### src/rtl/qgemm_pkg.sv
// Shared helpers for the qgemm result path: sizing functions and the
// row-width divisibility check used at elaboration.
package qgemm_pkg;

  function automatic int clog2(input int value);
    int res;
    int v;
    res = 0;
    v = value - 1;
    while (v > 0) begin
      res++;
      v = v >> 1;
    end
    return res;
  endfunction

  function automatic int beats_per_row(input int lanes, input int fp_w, input int out_w);
    return (lanes * fp_w) / out_w;
  endfunction

  function automatic bit row_width_ok(input int lanes, input int fp_w, input int out_w);
    return (out_w > 0) && (((lanes * fp_w) % out_w) == 0);
  endfunction

endpackage

### src/rtl/dq_row_fifo.sv
// Small show-ahead row FIFO between the dequantizer and the beat serializer.
// The caller guarantees push only when not full and pop only when not empty.
module dq_row_fifo
  import qgemm_pkg::*;
#(
  parameter int WIDTH = 512,
  parameter int DEPTH = 2,
  localparam int CNT_W = clog2(DEPTH + 1)
) (
  input  logic             clk,
  input  logic             rstnn,
  input  logic             clear_i,
  input  logic             push_i,
  input  logic [WIDTH-1:0] data_i,
  input  logic             pop_i,
  output logic [WIDTH-1:0] head_o,
  output logic [CNT_W-1:0] count_o
);

  localparam int PTR_W = (clog2(DEPTH) > 0) ? clog2(DEPTH) : 1;
  localparam logic [PTR_W-1:0] LAST_PTR = PTR_W'(DEPTH - 1);

  logic [WIDTH-1:0] mem_q [DEPTH];
  logic [PTR_W-1:0] rd_q, rd_d;
  logic [PTR_W-1:0] wr_q, wr_d;
  logic [CNT_W-1:0] cnt_q, cnt_d;

  always_comb begin
    rd_d  = rd_q;
    wr_d  = wr_q;
    cnt_d = cnt_q;
    if (push_i) wr_d = (wr_q == LAST_PTR) ? '0 : wr_q + 1'b1;
    if (pop_i)  rd_d = (rd_q == LAST_PTR) ? '0 : rd_q + 1'b1;
    if (push_i && !pop_i)      cnt_d = cnt_q + 1'b1;
    else if (!push_i && pop_i) cnt_d = cnt_q - 1'b1;
    if (clear_i) begin
      rd_d  = '0;
      wr_d  = '0;
      cnt_d = '0;
    end
  end

  always_ff @(posedge clk or negedge rstnn) begin
    if (!rstnn) begin
      rd_q  <= '0;
      wr_q  <= '0;
      cnt_q <= '0;
    end else begin
      rd_q  <= rd_d;
      wr_q  <= wr_d;
      cnt_q <= cnt_d;
    end
  end

  // Storage carries no reset; validity is tracked entirely by the pointers.
  always_ff @(posedge clk) begin
    if (push_i && !clear_i) mem_q[wr_q] <= data_i;
  end

  assign head_o  = mem_q[rd_q];
  assign count_o = cnt_q;

endmodule

### src/rtl/dq_row_writer.sv
// Receives dequantized FP32 rows, checks the row-index sequence and
// serializes each row into OUT_W-bit beats, flagging the last beat of a tile.
module dq_row_writer
  import qgemm_pkg::*;
#(
  parameter int FP_DATA_W  = 32,
  parameter int LANES_NUM  = 16,
  parameter int MAT_SIZE   = 16,
  parameter int ROW_W_DQ   = 4,
  parameter int OUT_W      = 128,
  parameter int FIFO_DEPTH = 2
) (
  input  logic                          clk,
  input  logic                          rstnn,
  input  logic                          start_i,
  input  logic                          s_valid_i,
  output logic                          s_ready_o,
  input  logic [LANES_NUM*FP_DATA_W-1:0] s_data_i,
  input  logic [ROW_W_DQ-1:0]           s_index_i,
  output logic                          m_valid_o,
  input  logic                          m_ready_i,
  output logic [OUT_W-1:0]              m_data_o,
  output logic                          m_last_o,
  output logic                          tile_done_o,
  output logic                          err_idx_o,
  output logic                          busy_o
);

  localparam int ROW_W  = LANES_NUM * FP_DATA_W;
  localparam int BEATS  = beats_per_row(LANES_NUM, FP_DATA_W, OUT_W);
  localparam int BEAT_W = (clog2(BEATS) > 0) ? clog2(BEATS) : 1;
  localparam int OROW_W = (clog2(MAT_SIZE) > 0) ? clog2(MAT_SIZE) : 1;
  localparam int CNT_W  = clog2(FIFO_DEPTH + 1);
  localparam logic [BEAT_W-1:0] LAST_BEAT = BEAT_W'(BEATS - 1);
  localparam logic [OROW_W-1:0] LAST_ROW  = OROW_W'(MAT_SIZE - 1);
  localparam logic [CNT_W-1:0]  DEPTH_C   = CNT_W'(FIFO_DEPTH);

  if (!row_width_ok(LANES_NUM, FP_DATA_W, OUT_W)) begin : g_bad_out_w
    $error("dq_row_writer: OUT_W must divide LANES_NUM*FP_DATA_W");
  end

  logic                run_q;
  logic [ROW_W_DQ-1:0] exp_row_q, exp_row_d;
  logic                err_q, err_d;
  logic [ROW_W-1:0]    sh_q, sh_d;
  logic                sh_valid_q, sh_valid_d;
  logic [BEAT_W-1:0]   beat_cnt_q, beat_cnt_d;
  logic [OROW_W-1:0]   out_row_q, out_row_d;
  logic                done_q, done_d;

  logic [ROW_W-1:0] fifo_head;
  logic [CNT_W-1:0] fifo_count;
  logic push, load, fire, last_beat, tile_last;

  // run_q keeps s_ready_o low while reset is asserted.
  assign s_ready_o = run_q && !start_i && (fifo_count < DEPTH_C);
  assign push      = s_valid_i && s_ready_o;
  assign fire      = sh_valid_q && m_ready_i;
  assign last_beat = (beat_cnt_q == LAST_BEAT);
  assign tile_last = sh_valid_q && last_beat && (out_row_q == LAST_ROW);
  assign load      = (!sh_valid_q || (fire && last_beat)) && (fifo_count != '0) && !start_i;

  dq_row_fifo #(
    .WIDTH (ROW_W),
    .DEPTH (FIFO_DEPTH)
  ) u_fifo (
    .clk     (clk),
    .rstnn   (rstnn),
    .clear_i (start_i),
    .push_i  (push),
    .data_i  (s_data_i),
    .pop_i   (load),
    .head_o  (fifo_head),
    .count_o (fifo_count)
  );

  always_comb begin
    exp_row_d  = exp_row_q;
    err_d      = err_q;
    sh_d       = sh_q;
    sh_valid_d = sh_valid_q;
    beat_cnt_d = beat_cnt_q;
    out_row_d  = out_row_q;
    done_d     = fire && tile_last;

    if (push) begin
      if (s_index_i != exp_row_q) err_d = 1'b1;
      exp_row_d = exp_row_q + 1'b1;
    end

    if (fire) begin
      if (last_beat) begin
        beat_cnt_d = '0;
        out_row_d  = (out_row_q == LAST_ROW) ? '0 : out_row_q + 1'b1;
        sh_valid_d = 1'b0;
      end else begin
        beat_cnt_d = beat_cnt_q + 1'b1;
        sh_d       = sh_q >> OUT_W;
      end
    end

    // A load on the final beat refills the register with no bubble.
    if (load) begin
      sh_d       = fifo_head;
      sh_valid_d = 1'b1;
    end

    if (start_i) begin
      exp_row_d  = '0;
      err_d      = 1'b0;
      sh_d       = '0;
      sh_valid_d = 1'b0;
      beat_cnt_d = '0;
      out_row_d  = '0;
      done_d     = 1'b0;
    end
  end

  always_ff @(posedge clk or negedge rstnn) begin
    if (!rstnn) begin
      run_q      <= 1'b0;
      exp_row_q  <= '0;
      err_q      <= 1'b0;
      sh_q       <= '0;
      sh_valid_q <= 1'b0;
      beat_cnt_q <= '0;
      out_row_q  <= '0;
      done_q     <= 1'b0;
    end else begin
      run_q      <= 1'b1;
      exp_row_q  <= exp_row_d;
      err_q      <= err_d;
      sh_q       <= sh_d;
      sh_valid_q <= sh_valid_d;
      beat_cnt_q <= beat_cnt_d;
      out_row_q  <= out_row_d;
      done_q     <= done_d;
    end
  end

  assign m_valid_o   = sh_valid_q;
  assign m_data_o    = sh_q[OUT_W-1:0];
  assign m_last_o    = tile_last;
  assign tile_done_o = done_q;
  assign err_idx_o   = err_q;
  assign busy_o      = sh_valid_q || (fifo_count != '0);

endmodule

### config.mk
export PLATFORM = sky130hd
export DESIGN_NAME = dq_row_writer
export DESIGN_NICKNAME = d
export VERILOG_FILES = /design/src/rtl/qgemm_pkg.sv /design/src/rtl/dq_row_fifo.sv /design/src/rtl/dq_row_writer.sv
export SDC_FILE = /design/constraint.sdc
export NUM_CORES = 2
export LEC_CHECK = 0
export BUFFER_PORTS_ARGS = -buffer_cell sky130_fd_sc_hd__clkbuf_2
export CORE_AREA = 2 2 391 393
export CTS_CLUSTER_DIAMETER = 200
export DETAILED_ROUTE_END_ITERATION = 8
export DIE_AREA = 0 0 393 395
export SLEW_MARGIN = 15
export SYNTH_ARGS = -nofsm -noshare
export SYNTH_HDL_FRONTEND = slang
export SYNTH_SLANG_ARGS = --single-unit
### constraint.sdc
create_clock -name clk -period 44 [get_ports clk]
set_input_delay 2.2 -clock clk [delete_from_list [all_inputs] [get_ports clk]]
set_output_delay 2.2 -clock clk [all_outputs]
set_load 0.02 [all_outputs]
-- Yosys cells after proc, flatten, opt, wreduce, memory -nomap -nowiden
Memory sizes are Yosys's and may differ from the RTL's.
Cells that the tools add are included.
- reductions and logical operators: 32
- mux-type cells: 32
- add/subtract/negate cells: 7
- $lt $le $gt $ge: 1
- equality and inequality tests: 4
- operators with widths (kind ; count):
    $mux W512 ; 4
    $mux W4 ; 6
    $mux W1 ; 16
    $logic_and A1 B1 Y1 ; 13
    $mux W2 ; 6
    $reduce_bool A2 Y1 ; 6
    $reduce_bool A3 Y1 ; 3
    $add A4 B1 Y4 const B ; 2
    $reduce_and A2 Y1 ; 4
    $add A2 B1 Y2 const B ; 2
    $eq A4 B4 Y1 const B ; 1
    $logic_not A1 Y1 ; 4
    $ne A4 B4 Y1 ; 1
    $ne A3 B2 Y1 const B ; 1
    $add A1 B1 Y1 const B ; 2
    $eq A2 B2 Y1 const B ; 1
    $logic_or A1 B1 Y1 ; 2
    $lt A2 B2 Y1 const B ; 1
    $sub A2 B1 Y2 const B ; 1
- memory bits (writable): 1024
- input bits: 521
- word-level logic and storage cells: 88
- flip-flop bits (word level): 530
- memories kept: 1
- memories (name ; words ; width ; read ports ; clocked after memory_dff ; wr ports ; RTL line ; source):
    u_fifo.mem_q ; 2 ; 512 ; 1 ; 0 ; 1 ; dq_row_fifo.sv:23 ; logic [WIDTH-1:0] mem_q [DEPTH];

-- Logic depth before layout (Yosys ltp)
- depth after elaboration: 9
- gate-level depth with buffers: 8

-- By module
Synthesis repeated with hierarchy kept, for this count alone.
- cell total of the unflattened synthesis: 4379
- area, all modules: 66172.2 µm²
- by module, submodules not included (module ; sequential area each (µm²) ; area each (µm²) ; cells each ; times used):
    dq_row_fifo ; 30849.6 ; 37327.0 ; 1611 ; 1
    dq_row_writer ; 13162.6 ; 28845.2 ; 2768 ; 1

-- Least setup slack after synthesis
Ideal clock, no wire load.
- path type: input to register
- start: input start_i
- end: memory u_fifo.mem_q[1][0], enable pin
- arrival: 39.334 ns
- stages on the path: 2
- buffers on the path: 1
- setup time: 2.121 ns
- setup slack: 2.545 ns
- path through: clkbuf_1 nor3b_1
- word-level cells in the longest chain between the ends: 7
- RTL lines (element ; RTL line ; source):
    from (decl) ; dq_row_writer.sv:15 ; input logic start_i,
    $logic_not A1 Y1 (*) ; dq_row_fifo.sv:57, dq_row_writer.sv:56 ;
    $logic_and A1 B1 Y1 (2 in a row) ; dq_row_writer.sv:56 ; assign s_ready_o = run_q && !start_i && (fifo_count < DEPTH_C);
    $logic_and A1 B1 Y1 ; dq_row_writer.sv:57 ; assign push = s_valid_i && s_ready_o;
    $logic_and A1 B1 Y1 (*) ; dq_row_fifo.sv:57 ; if (push_i && !clear_i) mem_q[wr_q] <= data_i;
    $mux W1 (*) ; dq_row_fifo.sv:57 ;
    $mux W1 (not written as such) (*) ; dq_row_fifo.sv:57 ;
    to (decl) ; dq_row_fifo.sv:23 ;
Mark *: on every way between the ends. The rest lies on a longest branch, timed or not.

-- Final worst setup path
- start: input start_i
- end: output s_ready_o
- word-level cells in the longest chain between the ends: 3
- RTL lines (element ; RTL line ; source):
    $logic_not A1 Y1 ; dq_row_writer.sv:56 ;
    $logic_and A1 B1 Y1 (2 in a row) ; dq_row_writer.sv:56 ;
    to (decl) ; dq_row_writer.sv:17 ; output logic s_ready_o,
No other way between the ends.

==> flow_metrics.env <==
export IMPL_ys_seq_area_share_pct=73.25
export IMPL_pwr_share_comb_pct=7.2
export IMPL_p_leak_nw=25.03
export IMPL_setup_violations_final=0
export IMPL_drive_above_1_share_pct=21.73
export IMPL_peakVddDrop_uv=38.75
export IMPL_slew_headroom_pct=4.787
export IMPL_overflow=0
export IMPL_ys_flop_type="edfxtp_1"
export IMPL_outcome="finished clean"
export IMPL_pwr_share_seq_pct=50.1
export IMPL_syn_area_um2=60080
export IMPL_clock_sinks=1554
export IMPL_grt_usage_pct=19.24
export IMPL_fin_skew_ns=0.03066
export IMPL_ctsLongestPathBuffers=3
export IMPL_seq_area_um2=44020
export IMPL_drtIter0Drc=2235
export IMPL_cap_violations=0
export IMPL_tightest_slew_ns=1.428
export IMPL_initial_core_util_pct=39.74
export IMPL_h_tree_depth=4
export IMPL_async_flop_share_pct=34.11
export IMPL_gr_usage_met3_pct=5.346
export IMPL_max_freq_ghz=0.1825
export IMPL_ant_nets=0
export IMPL_io_pins=655
export IMPL_dp_hpwl_mm=89.88
export IMPL_dpl_instance_area_um2=63830
export IMPL_p_switching_mw=0.7575
export IMPL_cp_arrival_ns=3.28
export IMPL_grt_pass1_vias=35400
export IMPL_syn_nets=4380
export IMPL_syn2layout_area_growth_pct=15.46
export IMPL_synthCells=3856
export IMPL_rsz0062_at_grt="no"
export IMPL_holdWs_ns=0.4811
export IMPL_synth_edf_count=1024
export IMPL_portBuffers=654
export IMPL_clk_latency_ns=0.78
export IMPL_p_per_area_nw_per_um2=47.12
export IMPL_cp_start_kind="primary input"
export IMPL_cts_tree="done"
export IMPL_finalSetupTns_ns=0
export IMPL_busiest_layer="met2"
export IMPL_row_count=143
export IMPL_routedWlPerCell_um=23.38
export IMPL_hold_viol=0
export IMPL_path_class="primary input to output pin"
export IMPL_drc=0
export IMPL_wirelength_mm=151.7
export IMPL_finalCritPeriodShare_pct=12.45
export IMPL_endpoint_kind="output pin"
export IMPL_root_buffer="clkbuf_16"
export IMPL_min_period_ns=5.480
export IMPL_clkTransAtPathRegs_ns=0.06
export IMPL_p_sw_share_pct=23.17
export IMPL_p_clk_share_pct=42.6
export IMPL_cts_resized=0
export IMPL_p_int_mw=2.512
export IMPL_synth_distinct_cells=40
export IMPL_antenna_found_initial=45
export IMPL_met2_usage_pct=30.24
export IMPL_holdCritPathClass="flop to flop"
export IMPL_multi_input_area_um2=13510
export IMPL_final_nets=4824
export IMPL_fin_area_um2=69370
export IMPL_gp_congestion=0.7636
export IMPL_maxSlewViolCount=0
export IMPL_gr_usage_met1_pct=25.95
export IMPL_cts_setup_buffers=0
export IMPL_core_area_um2=151200
export IMPL_cp_required_ns=41.80
export IMPL_viasPerCell=5.387
export IMPL_die_w_um=393
export IMPL_dieArea_um2=155200
export IMPL_grt_pass1_wl_mm=227.0
export IMPL_yosys_warnings=0
export IMPL_die_height_um=395
export IMPL_synth_seq_cells=1554
export IMPL_cts_made_buffers=164
export IMPL_num_fill_cells=13280
export IMPL_dr_pass1_iters=5
export IMPL_grt_start_max_net_pins=206
export IMPL_num_vias=34960
export IMPL_postCtsHoldBufs=0
export IMPL_worstPathMaxFanout=23
export IMPL_avgSynthCellArea_um2=15.58
==> synth_stat cells, drive strengths merged (2+ instances only) <==
library cell	n	area, µm²
a211oi	384	2883
a21oi	10	50.05
and3	2	12.51
buf	309	2091
clkbuf	122	491.7
dfrtp	530	13260
edfxtp	1024	30750
ha	3	37.54
inv	2	7.500
mux2i	129	1291
nand2	7	26.28
nand2b	2	12.51
nand3	3	15.01
nand4	4	25.02
nor2	16	70.07
nor2b	386	2422
nor3	2	10.01
nor3b	2	15.01
o21ai	387	1941
o2bb2ai	512	4484
xnor2	7	61.31
xor2	4	35.03
==> metal layers <==
metal | routed length (µm) | vias up
met5 | 354 | -
met4 | 3249 | 52
met3 | 10090 | 244
met2 | 72030 | 836
met1 | 66000 | 18030
li1 | - | 15800
==> layout make-up <==
| cell class | instances | area share [%] |
|---|---|---|
| clock inverter | 57 | 0.9938 |
| antenna | 19 | 0.06854 |
| timing repair buffer | 709 | 5.418 |
| clock buffer | 250 | 6.926 |
| inverter | 2 | 0.01082 |
| tap | 2030 | 3.661 |
| multi-input combinational | 1869 | 19.47 |
| sequential | 1554 | 63.45 |
==> final timing paths <==
check,slack (ns),cells past startpoint,to,start
worst min-delay path,0.48,1,sh_q[166]$_DFFE_PN0P_,sh_q[166]$_DFFE_PN0P_
min in group asynchronous,1.45,1,sh_q[17]$_DFFE_PN0P_,rstnn
worst max-delay path,38.52,3,s_ready_o,start_i
worst min register to register,0.48,1,sh_q[166]$_DFFE_PN0P_,sh_q[166]$_DFFE_PN0P_
worst max register to register,39.16,7,sh_q[306]$_DFFE_PN0P_,u_fifo.rd_q$_DFFE_PN0P_
max in group asynchronous,39.42,4,sh_q[354]$_DFFE_PN0P_,rstnn
==> cell usage in the layout, fill, tap and decap left out, types with 5 or more instances in the layout <==
cell       count
clkbuf_16    170
diode_2       19
nor2_1        14
a211oi_1     384
o21ai_1      136
nand2_1        7
clkinv_1       7
clkbuf_2     653
clkbuf_8      25
xnor2_1        7
a21oi_1       10
clkinv_2      21
buf_12         5
mux2i_1      129
nor2b_1      385
edfxtp_1    1024
buf_4         50
bufinv_16     12
o21ai_0      250
o2bb2ai_1    512
clkbuf_1      55
dfrtp_1      529
==> stage by stage <==
step / util, % / instances / total power [mW] / setup slack (ns)
after detailed placement: 42.22 / 6164 / 1.909 / 37.72
final: 45.89 / 6490 / 3.269 / 38.52
after global placement: 42.22 / 6164 / 1.904 / 37.80
after global routing: 45.88 / 6484 / 3.393 / 38.38
after CTS: 45.85 / 6471 / 3.305 / 38.43
after floorplan: - / 3856 / 1.845 / 2.545
==> flip-flops by register name (all words and copies together), names as in the netlist <==
name            cells
beat_cnt_q          2
exp_row_q           4
err_idx_o           1
m_valid_o           1
u_fifo.wr_q         1
run_q               1
out_row_q           4
tile_done_o         1
u_fifo.rd_q         1
sh_q              512
u_fifo.mem_q     1024
u_fifo.count_o      2
==> critical path: stages <==
cell      delay, ns
clkbuf_2       0.41
nor3b_1        0.36
clkbuf_2       0.27
==> power groups by stage <==
| stage | Clock, mW | Combinational, mW | Sequential (mW) |
|---|---|---|---|
| floorplan | 0 | 0.159 | 1.69 |
| global placement | 0 | 0.237 | 1.67 |
| detailed placement | 0 | 0.242 | 1.67 |
| CTS | 1.42 | 0.242 | 1.64 |
| global route | 1.49 | 0.262 | 1.64 |
| finish | 1.39 | 0.237 | 1.64 |
==> cell families after synthesis <==
logic type      share of synthesized area (%)
other cells                          0.006241
simple gates                            4.390
flops                                   73.25
xor+xnor                               0.1603
buf+inv                                 4.311
fa+ha+maj                             0.06248
compound gates                          15.67
mux                                     2.149
(Power assumes the default switching activity.)
